[src/rtl/axi4lite_reg_slave.sv]
// AXI4-Lite register bank: NUM_REGS 32-bit registers with byte strobes,
// independent write/read channel FSMs and configurable read wait states.
module axi4lite_reg_slave #(
    parameter int ADDR_W   = 8,
    parameter int DATA_W   = 32,
    parameter int NUM_REGS = 16,
    parameter int RD_WAIT  = 0
) (
    input  logic                     clk,
    input  logic                     rst,
    input  logic [ADDR_W-1:0]        awaddr,
    input  logic                     awvalid,
    output logic                     awready,
    input  logic [DATA_W-1:0]        wdata,
    input  logic [3:0]               wstrb,
    input  logic                     wvalid,
    output logic                     wready,
    output logic [1:0]               bresp,
    output logic                     bvalid,
    input  logic                     bready,
    input  logic [ADDR_W-1:0]        araddr,
    input  logic                     arvalid,
    output logic                     arready,
    output logic [DATA_W-1:0]        rdata,
    output logic [1:0]               rresp,
    output logic                     rvalid,
    input  logic                     rready,
    output logic [NUM_REGS*32-1:0]   reg_q
);

    localparam int                IDX_W    = ADDR_W - 2;
    localparam logic [IDX_W:0]    NUM_L    = (IDX_W+1)'(NUM_REGS);
    localparam logic [3:0]        CNT_INIT = (RD_WAIT > 0) ? 4'(RD_WAIT - 1) : 4'd0;
    localparam logic [1:0]        RESP_OKAY   = 2'b00;
    localparam logic [1:0]        RESP_SLVERR = 2'b10;

    if (DATA_W != 32) begin : g_bad_data_w
        $error("axi4lite_reg_slave: DATA_W must be 32");
    end

    typedef enum logic {W_IDLE, W_RESP} wstate_t;
    typedef enum logic [1:0] {R_IDLE, R_WAIT, R_DATA} rstate_t;

    // Byte-lane merge: lanes with strb set take the new data.
    function automatic logic [31:0] merge_strb(input logic [31:0] old_v,
                                               input logic [31:0] new_v,
                                               input logic [3:0]  strb);
        logic [31:0] res;
        for (int k = 0; k < 4; k++) begin
            res[8*k +: 8] = strb[k] ? new_v[8*k +: 8] : old_v[8*k +: 8];
        end
        return res;
    endfunction

    // A word index addresses a real register only below NUM_REGS.
    function automatic logic in_range(input logic [IDX_W-1:0] idx);
        return ({1'b0, idx} < NUM_L);
    endfunction

    wstate_t            wstate_q;
    rstate_t            rstate_q;
    logic               aw_held_q, w_held_q;
    logic [IDX_W-1:0]   awidx_q;
    logic [31:0]        wdata_q;
    logic [3:0]         wstrb_q;
    logic               bvalid_q;
    logic [1:0]         bresp_q;
    logic [IDX_W-1:0]   ridx_q;
    logic [3:0]         rcnt_q;
    logic               rvalid_q;
    logic [1:0]         rresp_q;
    logic [31:0]        rdata_q;
    logic [31:0]        regs_q [NUM_REGS];
    logic [31:0]        regs_d [NUM_REGS];

    logic               aw_hs, w_hs, wr_commit, wr_ok;
    logic [IDX_W-1:0]   wr_idx;
    logic [31:0]        wr_data;
    logic [3:0]         wr_strb;
    logic [IDX_W-1:0]   rd_idx;
    logic [31:0]        rd_word;
    logic               rd_ok;
    logic               unused_addr_lsbs;

    assign unused_addr_lsbs = &{1'b0, awaddr[1:0], araddr[1:0]};

    // Ready signals decode straight from state so they read 1 under reset.
    assign awready = (wstate_q == W_IDLE) && !aw_held_q;
    assign wready  = (wstate_q == W_IDLE) && !w_held_q;
    assign arready = (rstate_q == R_IDLE);

    assign aw_hs     = awvalid && awready;
    assign w_hs      = wvalid && wready;
    assign wr_commit = (wstate_q == W_IDLE) && (aw_held_q || aw_hs) && (w_held_q || w_hs);
    assign wr_idx    = aw_hs ? awaddr[ADDR_W-1:2] : awidx_q;
    assign wr_data   = w_hs ? wdata : wdata_q;
    assign wr_strb   = w_hs ? wstrb : wstrb_q;
    assign wr_ok     = in_range(wr_idx);

    // RD_WAIT=0 loads data at the AR edge, so the index comes straight off araddr.
    assign rd_idx = (rstate_q == R_IDLE) ? araddr[ADDR_W-1:2] : ridx_q;
    assign rd_ok  = in_range(rd_idx);

    // Read mux over the register array; out-of-range reads return zero.
    always_comb begin
        rd_word = 32'd0;
        for (int i = 0; i < NUM_REGS; i++) begin
            if (rd_idx == IDX_W'(i)) rd_word = regs_q[i];
        end
    end

    // Next register contents: only the committed, in-range word changes.
    always_comb begin
        for (int i = 0; i < NUM_REGS; i++) begin
            regs_d[i] = regs_q[i];
            if (wr_commit && wr_ok && (wr_idx == IDX_W'(i))) begin
                regs_d[i] = merge_strb(regs_q[i], wr_data, wr_strb);
            end
        end
    end

    // Register array storage.
    always_ff @(posedge clk or posedge rst) begin
        if (rst) begin
            for (int i = 0; i < NUM_REGS; i++) regs_q[i] <= 32'd0;
        end else begin
            for (int i = 0; i < NUM_REGS; i++) regs_q[i] <= regs_d[i];
        end
    end

    // Latch AW address and W payload when each handshake completes on its own.
    always_ff @(posedge clk) begin
        if (aw_hs) awidx_q <= awaddr[ADDR_W-1:2];
        if (w_hs) begin
            wdata_q <= wdata;
            wstrb_q <= wstrb;
        end
    end

    // Write channel FSM: collect AW and W in any order, commit, hold B until accepted.
    always_ff @(posedge clk or posedge rst) begin
        if (rst) begin
            wstate_q  <= W_IDLE;
            aw_held_q <= 1'b0;
            w_held_q  <= 1'b0;
            bvalid_q  <= 1'b0;
            bresp_q   <= RESP_OKAY;
        end else begin
            case (wstate_q)
                W_IDLE: begin
                    if (aw_hs) aw_held_q <= 1'b1;
                    if (w_hs)  w_held_q  <= 1'b1;
                    if (wr_commit) begin
                        wstate_q <= W_RESP;
                        bvalid_q <= 1'b1;
                        bresp_q  <= wr_ok ? RESP_OKAY : RESP_SLVERR;
                    end
                end
                W_RESP: begin
                    if (bready) begin
                        wstate_q  <= W_IDLE;
                        bvalid_q  <= 1'b0;
                        aw_held_q <= 1'b0;
                        w_held_q  <= 1'b0;
                    end
                end
            endcase
        end
    end

    // Read channel FSM: capture index, optionally wait RD_WAIT cycles, hold R until accepted.
    always_ff @(posedge clk or posedge rst) begin
        if (rst) begin
            rstate_q <= R_IDLE;
            ridx_q   <= '0;
            rcnt_q   <= 4'd0;
            rvalid_q <= 1'b0;
            rresp_q  <= RESP_OKAY;
            rdata_q  <= 32'd0;
        end else begin
            case (rstate_q)
                R_IDLE: begin
                    if (arvalid) begin
                        ridx_q <= araddr[ADDR_W-1:2];
                        if (RD_WAIT > 0) begin
                            rstate_q <= R_WAIT;
                            rcnt_q   <= CNT_INIT;
                        end else begin
                            rstate_q <= R_DATA;
                            rvalid_q <= 1'b1;
                            rdata_q  <= rd_ok ? rd_word : 32'd0;
                            rresp_q  <= rd_ok ? RESP_OKAY : RESP_SLVERR;
                        end
                    end
                end
                R_WAIT: begin
                    if (rcnt_q == 4'd0) begin
                        rstate_q <= R_DATA;
                        rvalid_q <= 1'b1;
                        rdata_q  <= rd_ok ? rd_word : 32'd0;
                        rresp_q  <= rd_ok ? RESP_OKAY : RESP_SLVERR;
                    end else begin
                        rcnt_q <= rcnt_q - 4'd1;
                    end
                end
                R_DATA: begin
                    if (rready) begin
                        rstate_q <= R_IDLE;
                        rvalid_q <= 1'b0;
                    end
                end
                default: rstate_q <= R_IDLE;
            endcase
        end
    end

    assign bvalid = bvalid_q;
    assign bresp  = bresp_q;
    assign rvalid = rvalid_q;
    assign rresp  = rresp_q;
    assign rdata  = rdata_q;

    for (genvar g = 0; g < NUM_REGS; g++) begin : g_flat
        assign reg_q[32*g +: 32] = regs_q[g];
    end

endmodule

[config.mk]
export PLATFORM = sky130hd
export DESIGN_NAME = axi4lite_reg_slave
export DESIGN_NICKNAME = d
export VERILOG_FILES = /design/src/rtl/axi4lite_reg_slave.sv
export SDC_FILE = /design/constraint.sdc
export NUM_CORES = 2
export LEC_CHECK = 0
export ABC_AREA = 1
export CORE_MARGIN = 4
export CORE_UTILIZATION = 40
export CTS_CLUSTER_DIAMETER = 80
export CTS_CLUSTER_SIZE = 14
export DETAILED_ROUTE_END_ITERATION = 10
export GPL_TIMING_DRIVEN = 0
export HOLD_SLACK_MARGIN = 0.05
export PLACE_DENSITY = 0.74
export SETUP_SLACK_MARGIN = 0.4
export SLEW_MARGIN = 20
export SYNTH_ARGS = -nofsm -noshare
export SYNTH_HDL_FRONTEND = slang
export SYNTH_SLANG_ARGS = --single-unit
[constraint.sdc]
create_clock -name clk -period 53 [get_ports clk]
set_input_delay 10.6 -clock clk [delete_from_list [all_inputs] [get_ports clk]]
set_output_delay 10.6 -clock clk [all_outputs]
set_load 0.01 [all_outputs]
======== Word level (Yosys, flattened, before mapping) ========
Cells that the tools add are included.
cells by class
  bitwise logic cells ..................... 2
  muxes and demuxes ....................... 47
  $lt $le $gt $ge ......................... 2
  $add $sub $neg .......................... 1
  reductions and logical operators ........ 106
  equal/unequal tests ..................... 39
operator list
  cell                                                                   number
  32-bit two-way mux                                                     20
  2-bit AND reduction                                                    70
  6-bit by 4-bit equality test with 1-bit output, second input constant  16
  32-bit case mux with 2 select lines                                    1
  6-bit by 3-bit equality test with 1-bit output, second input constant  8
  6-bit by 2-bit equality test with 1-bit output, second input constant  4
  1-bit logical AND                                                      23
  2-bit two-way mux                                                      7
  2-bit inequality test, second input constant                           7
  6-bit by 1-bit equality test with 1-bit output, second input constant  2
  6-bit logical NOT                                                      2
  6-bit by 5-bit < comparator with 1-bit output, second input constant   2
  6-bit two-way mux                                                      2
  1-bit two-way mux                                                      9
  1-bit case mux with 2 select lines                                     4
  2-bit case mux with 3 select lines                                     1
  3-bit AND reduction                                                    2
  4-bit logical NOT                                                      1
  4-bit two-way mux                                                      1
  2-bit case mux with 2 select lines                                     1
  4-bit AND reduction                                                    1
  4-bit by 1-bit subtractor with 4-bit output, second input constant     1
  1-bit case mux with 3 select lines                                     1
  3-bit nonzero test                                                     1
  7 further kinds                                                        10
word-level totals
  bits in registers ....................... 607
  logic and storage cells ................. 275
  input bits .............................. 59
  output and inout bits ................... 553

======== Depth between registers and ports, before layout ========
  word-level depth ........................ 22
  mapped depth ............................ 20
  gate-level depth less buffers ........... 18

======== Worst setup path before layout ========
No wires, ideal clock.
  kind .................................... input to register
  from .................................... in wvalid
  to ...................................... reg regs_q (netlist bit reg_q[336])
  data arrival time ....................... 12,274 ps
  path buffers ............................ 3
  data required time ...................... 52,881 ps
  path slack .............................. 40,607 ps
  setup time .............................. 119 ps
  stages on the path ...................... 8
  cell sequence ........................... clkbuf_1 nand2_1 nand2_1 and2_1 buf_2 nor2_2 buf_2 o21a_1
between the ends
  word-level cells in the longest chain between the ends .. 6
  elaborated cells on any way between the ends .. 8
  classes of those cells .................. 2 x mux; 6 x reduce/logical
ends and longest elaborated chain
  item                            line  RTL
  start: declaration              16    input logic wvalid,
  1-bit logical AND (*)           93    assign w_hs = wvalid && wready;
  1-bit logical OR                94    assign wr_commit = (wstate_q == W_IDLE) && (aw_held_q || aw_hs) && (w_held_q || w_hs);
  1-bit logical AND               94
  1-bit logical AND (2 in a row)  116   if (wr_commit && wr_ok && (wr_idx == IDX_W'(i))) begin
  2-bit AND reduction (no line)   -
  end: declaration                73    logic [31:0] regs_q [NUM_REGS];
Mark *: on every way between the ends. The rest lies on a longest branch, timed or not.
A chain may end at the register's enable or synchronous reset.

======== Worst setup path after layout ========
  from .................................... in araddr[6]
  to ...................................... reg rdata_q[19], in the netlist rdata[19]
between the ends
  word-level cells in the longest chain between the ends .. 21
  elaborated cells on any way between the ends .. 38
  classes of those cells .................. 1 x order compare; 15 x eq/ne; 21 x mux; 1 x reduce/logical
ends and longest elaborated chain
  item                                     line      RTL
  start: declaration                       21        input logic [ADDR_W-1:0] araddr,
  6-bit two-way mux (*)                    101       assign rd_idx = (rstate_q == R_IDLE) ? araddr[ADDR_W-1:2] : ridx_q;
  6-bit logical NOT                        108       if (rd_idx == IDX_W'(i)) rd_word = regs_q[i];
  32-bit two-way mux (16 in a row)         108
  32-bit two-way mux (*)                   191, 200
  32-bit two-way mux (on tied branches)    197, 183
  32-bit case mux with 2 select lines (*)  181       case (rstate_q)
  end signal: assignment                   191       rdata_q <= rd_ok ? rd_word : 32'd0;
  end signal: assignment                   200       rdata_q <= rd_ok ? rd_word : 32'd0;
  end: declaration                         72        logic [31:0] rdata_q;
Mark *: on every way between the ends. The rest lies on a longest branch, timed or not. The select of a mux whose other input is x is not followed.

==> metrics.txt <==
clock latency on the worst-skew pair 0.60 ns; flop2flop setup slack 48.79 ns; library cell occupying the most area in the post-synthesis netlist dfrtp_1; most common cell in the netlist nand2_1; Cell Area, Synth 0.0271 sq mm; Peak supply drop 25.0 uV; critical register-to-register path endpoint rdata[19]; half-perimeter wire length after placement 97300 um; initial DRC count 2899; synth top area cells dfrtp_1 (52%), nand2_1 (15%), o21a_1 (7.6%); path type of the worst setup path primary input to flop; setup TNS 0 ns; Routed wire per std cell 25.6 um; final cell utilization of the core 53.1%; sum of routed wire length over all layers 121000 um; clock buffer count from CTS 48; unrepaired setup endpoints after global routing no; sort of element at the start of the critical path primary input; count of clock tree sinks 599; DRC violations left 0; finished layout cell area 0.0357 sq mm; H-Tree Level Count 2; final-report max-slew violation count 0; share of layout cells above drive strength 1 5.36%; number of flops mapped to enable cells by yosys 0; width of the chip 268 um; final global-route overflow total 0; height of the chip 268 um; Top FF cell, synth dfrtp_1; status completed; Relative slew margins 25.5%; final period demand of the worst path 13.94 ns; mean instance size in the synthesized netlist 8.50 sq um; CP Data Arrival Time 14.43 ns; Setup-failing EPs final 0; Reg2Reg Launch Point rvalid; drt via density 5.46; total power 1.67 mW; post-CTS setup buffer count 0; top cell type's share of synthesized area 51.5%; achievable clock frequency 71.7 MHz; leakage power 16.1 nW; Syn. warnings 0; wire length of the first global-routing pass 171000 um; number of placed instances, taps included 4670; period utilization 26.3%; area post-placement 0.0344 sq mm; initial cell density of the core 40.3%; area added between synthesis and finish 31.9%; GRT Resource Usage Total 32.6%; antenna violations before repair 1; worst slack at placement 38.68 ns; ys async rst share 93.0%; power density over cell area 46.7 mW/mm^2; Hold Crit Class flop to flop; number of cells traversed by the worst hold path 2; row cnt 95; setup skew after layout 0.0208 ns; floorplan die area 0.0719 sq mm; measured slew at the worst slew-check pin 1.12 ns; count of nets after finishing 3906; Port Buf Inserts 605; Worst Min Path Start awidx_q[5]; Crit Path Max Fanout 10; vias in the first global route 24500; FF+latch count, synth 599; proportion of synthesized chip area in sequential cells 54.6%; number of ports placed on the die boundary 612; maximum number of pins on one net before global-route repair 102; clock tree from TritonCTS yes; depth of the worst register-to-register path 17; post-route setup slack 39.06 ns; ANT nets after route 0; non-filler instance count after layout 4741; placeable core area 0.0672 sq mm; CP Capture Type flop; total of max-cap violations 0; clk buf depth 3; number of hold buffers added after CTS 0; cell chosen for the clock root clkbuf_16; Cell variety after synth 35; synthesized netlist cell count 3185; number of iterations in the first detailed-routing pass 6; hold violation total from the final report 0; cell types with the highest counts after synthesis nand2_1 (1066), dfrtp_1 (557), o21ai_0 (290); GP Congestion 0.943; overall via count from detail_route 25900; required arrival time at the worst endpoint 53.49 ns; end of the worst hold path awidx_q[5]; clock slew seen by the registers of the worst setup and hold paths 0.07 ns; post-CTS sizing 0; minimum hold slack 0.477 ns
[sequential cells by signal (all words and copies together), names as in the netlist]
signal     cells
awidx_q        6
rvalid         1
w_held_q       1
rdata         32
wdata_q       32
bvalid         1
ridx_q         6
wstrb_q        4
reg_q        512
aw_held_q      1
wstate_q       1
bresp          1
rresp          1
[metal layers]
| metal | global-route usage (%) | wire (um) | vias up | part of all wire [%] |
|---|---|---|---|---|
| met2 | 50.9 | 54800 | 1332 | 45 |
| met3 | 7.65 | 11600 | 238 | 9.6 |
| met4 | 12.5 | 5360 | 0 | 4.4 |
| li1 | - | - | 11600 | - |
| met5 | 0 | 0 | - | 0 |
| met1 | 44.5 | 49600 | 12700 | 41 |
[cell type report]
class | count | area (sq um)
Sequential cell | 599 | 14800
Timing Repair Buffer | 611 | 6220
Antenna cell | 3 | 7.51
Buffer | 181 | 825
Clock buffer | 67 | 1290
Multi-Input combinational cell | 2173 | 10600
Tap cell | 873 | 1090
Inverter | 233 | 882
Fill cell | 6229 | 31500
Clock inverter | 1 | 5.00
[critical path, stage by stage]
cell and delay, ns:
clkdlybuf4s50_1 0.48, inv_1 0.10, nand3_1 0.10, nand2_1 0.09, buf_2 0.31, nand2_1 0.25, nor2_1 0.80, inv_1 0.35
or2_2 0.36, nand2_1 0.08, nand3_1 0.15, nand2_1 0.14, nand4_1 0.10, nor2_1 0.25, nand3_1 0.11, nand2_1 0.09
nand2_1 0.05
[worst max-delay path by stage]
stage	startpoint	to	slack (ns)
2_1_floorplan	rst	aw_held_q	26.82
3_3_place_gp	rst	rdata[0]	19.40
3_5_place_dp	araddr[6]	rdata[13]	38.68
4_1_cts	araddr[6]	rdata[13]	39.30
5_1_grt	araddr[7]	rdata[10]	39.07
6_report	araddr[6]	rdata[19]	39.06
[cells by family after synthesis]
kind of cell | after synthesis | share of synthesized area (%)
and+or+nand+nor | 1532 | 24.6
AOI/OAI and AO/OA | 637 | 14.4
DFF | 599 | 54.6
buffers and inverters | 414 | 6.28
muxes | 2 | 0.0740
other | 1 | 0.0139
[report_power, final]
part | leakage (nW) | switching, mW | total (mW) | internal (mW)
registers | 7.50 | 0.103 | 0.676 | 0.573
clock network | 0.629 | 0.172 | 0.340 | 0.168
logic | 8.02 | 0.392 | 0.652 | 0.259
[cell usage in the layout, fill, tap and decap left out, types with 2 or more instances in the layout]
cell type	count
clkinv_1	2
nand3_1	123
nand2_2	4
nand2_1	1066
buf_4	19
conb_1	2
nor3_1	3
nand2_4	9
mux2i_1	2
nor2_2	12
a21oi_1	65
clkbuf_1	121
nor2_4	39
clkbuf_16	49
nor2_1	153
diode_2	3
and2_0	20
o21ai_2	3
nor3_4	4
o21ai_0	290
or2_2	3
o21a_1	274
nand4_1	79
clkdlybuf4s50_1	605
buf_2	53
dfxtp_1	42
inv_1	228
inv_2	2
dfrtp_1	557
and2_1	16
buf_1	5
buf_16	6
Power figures use the tool's default switching activity.
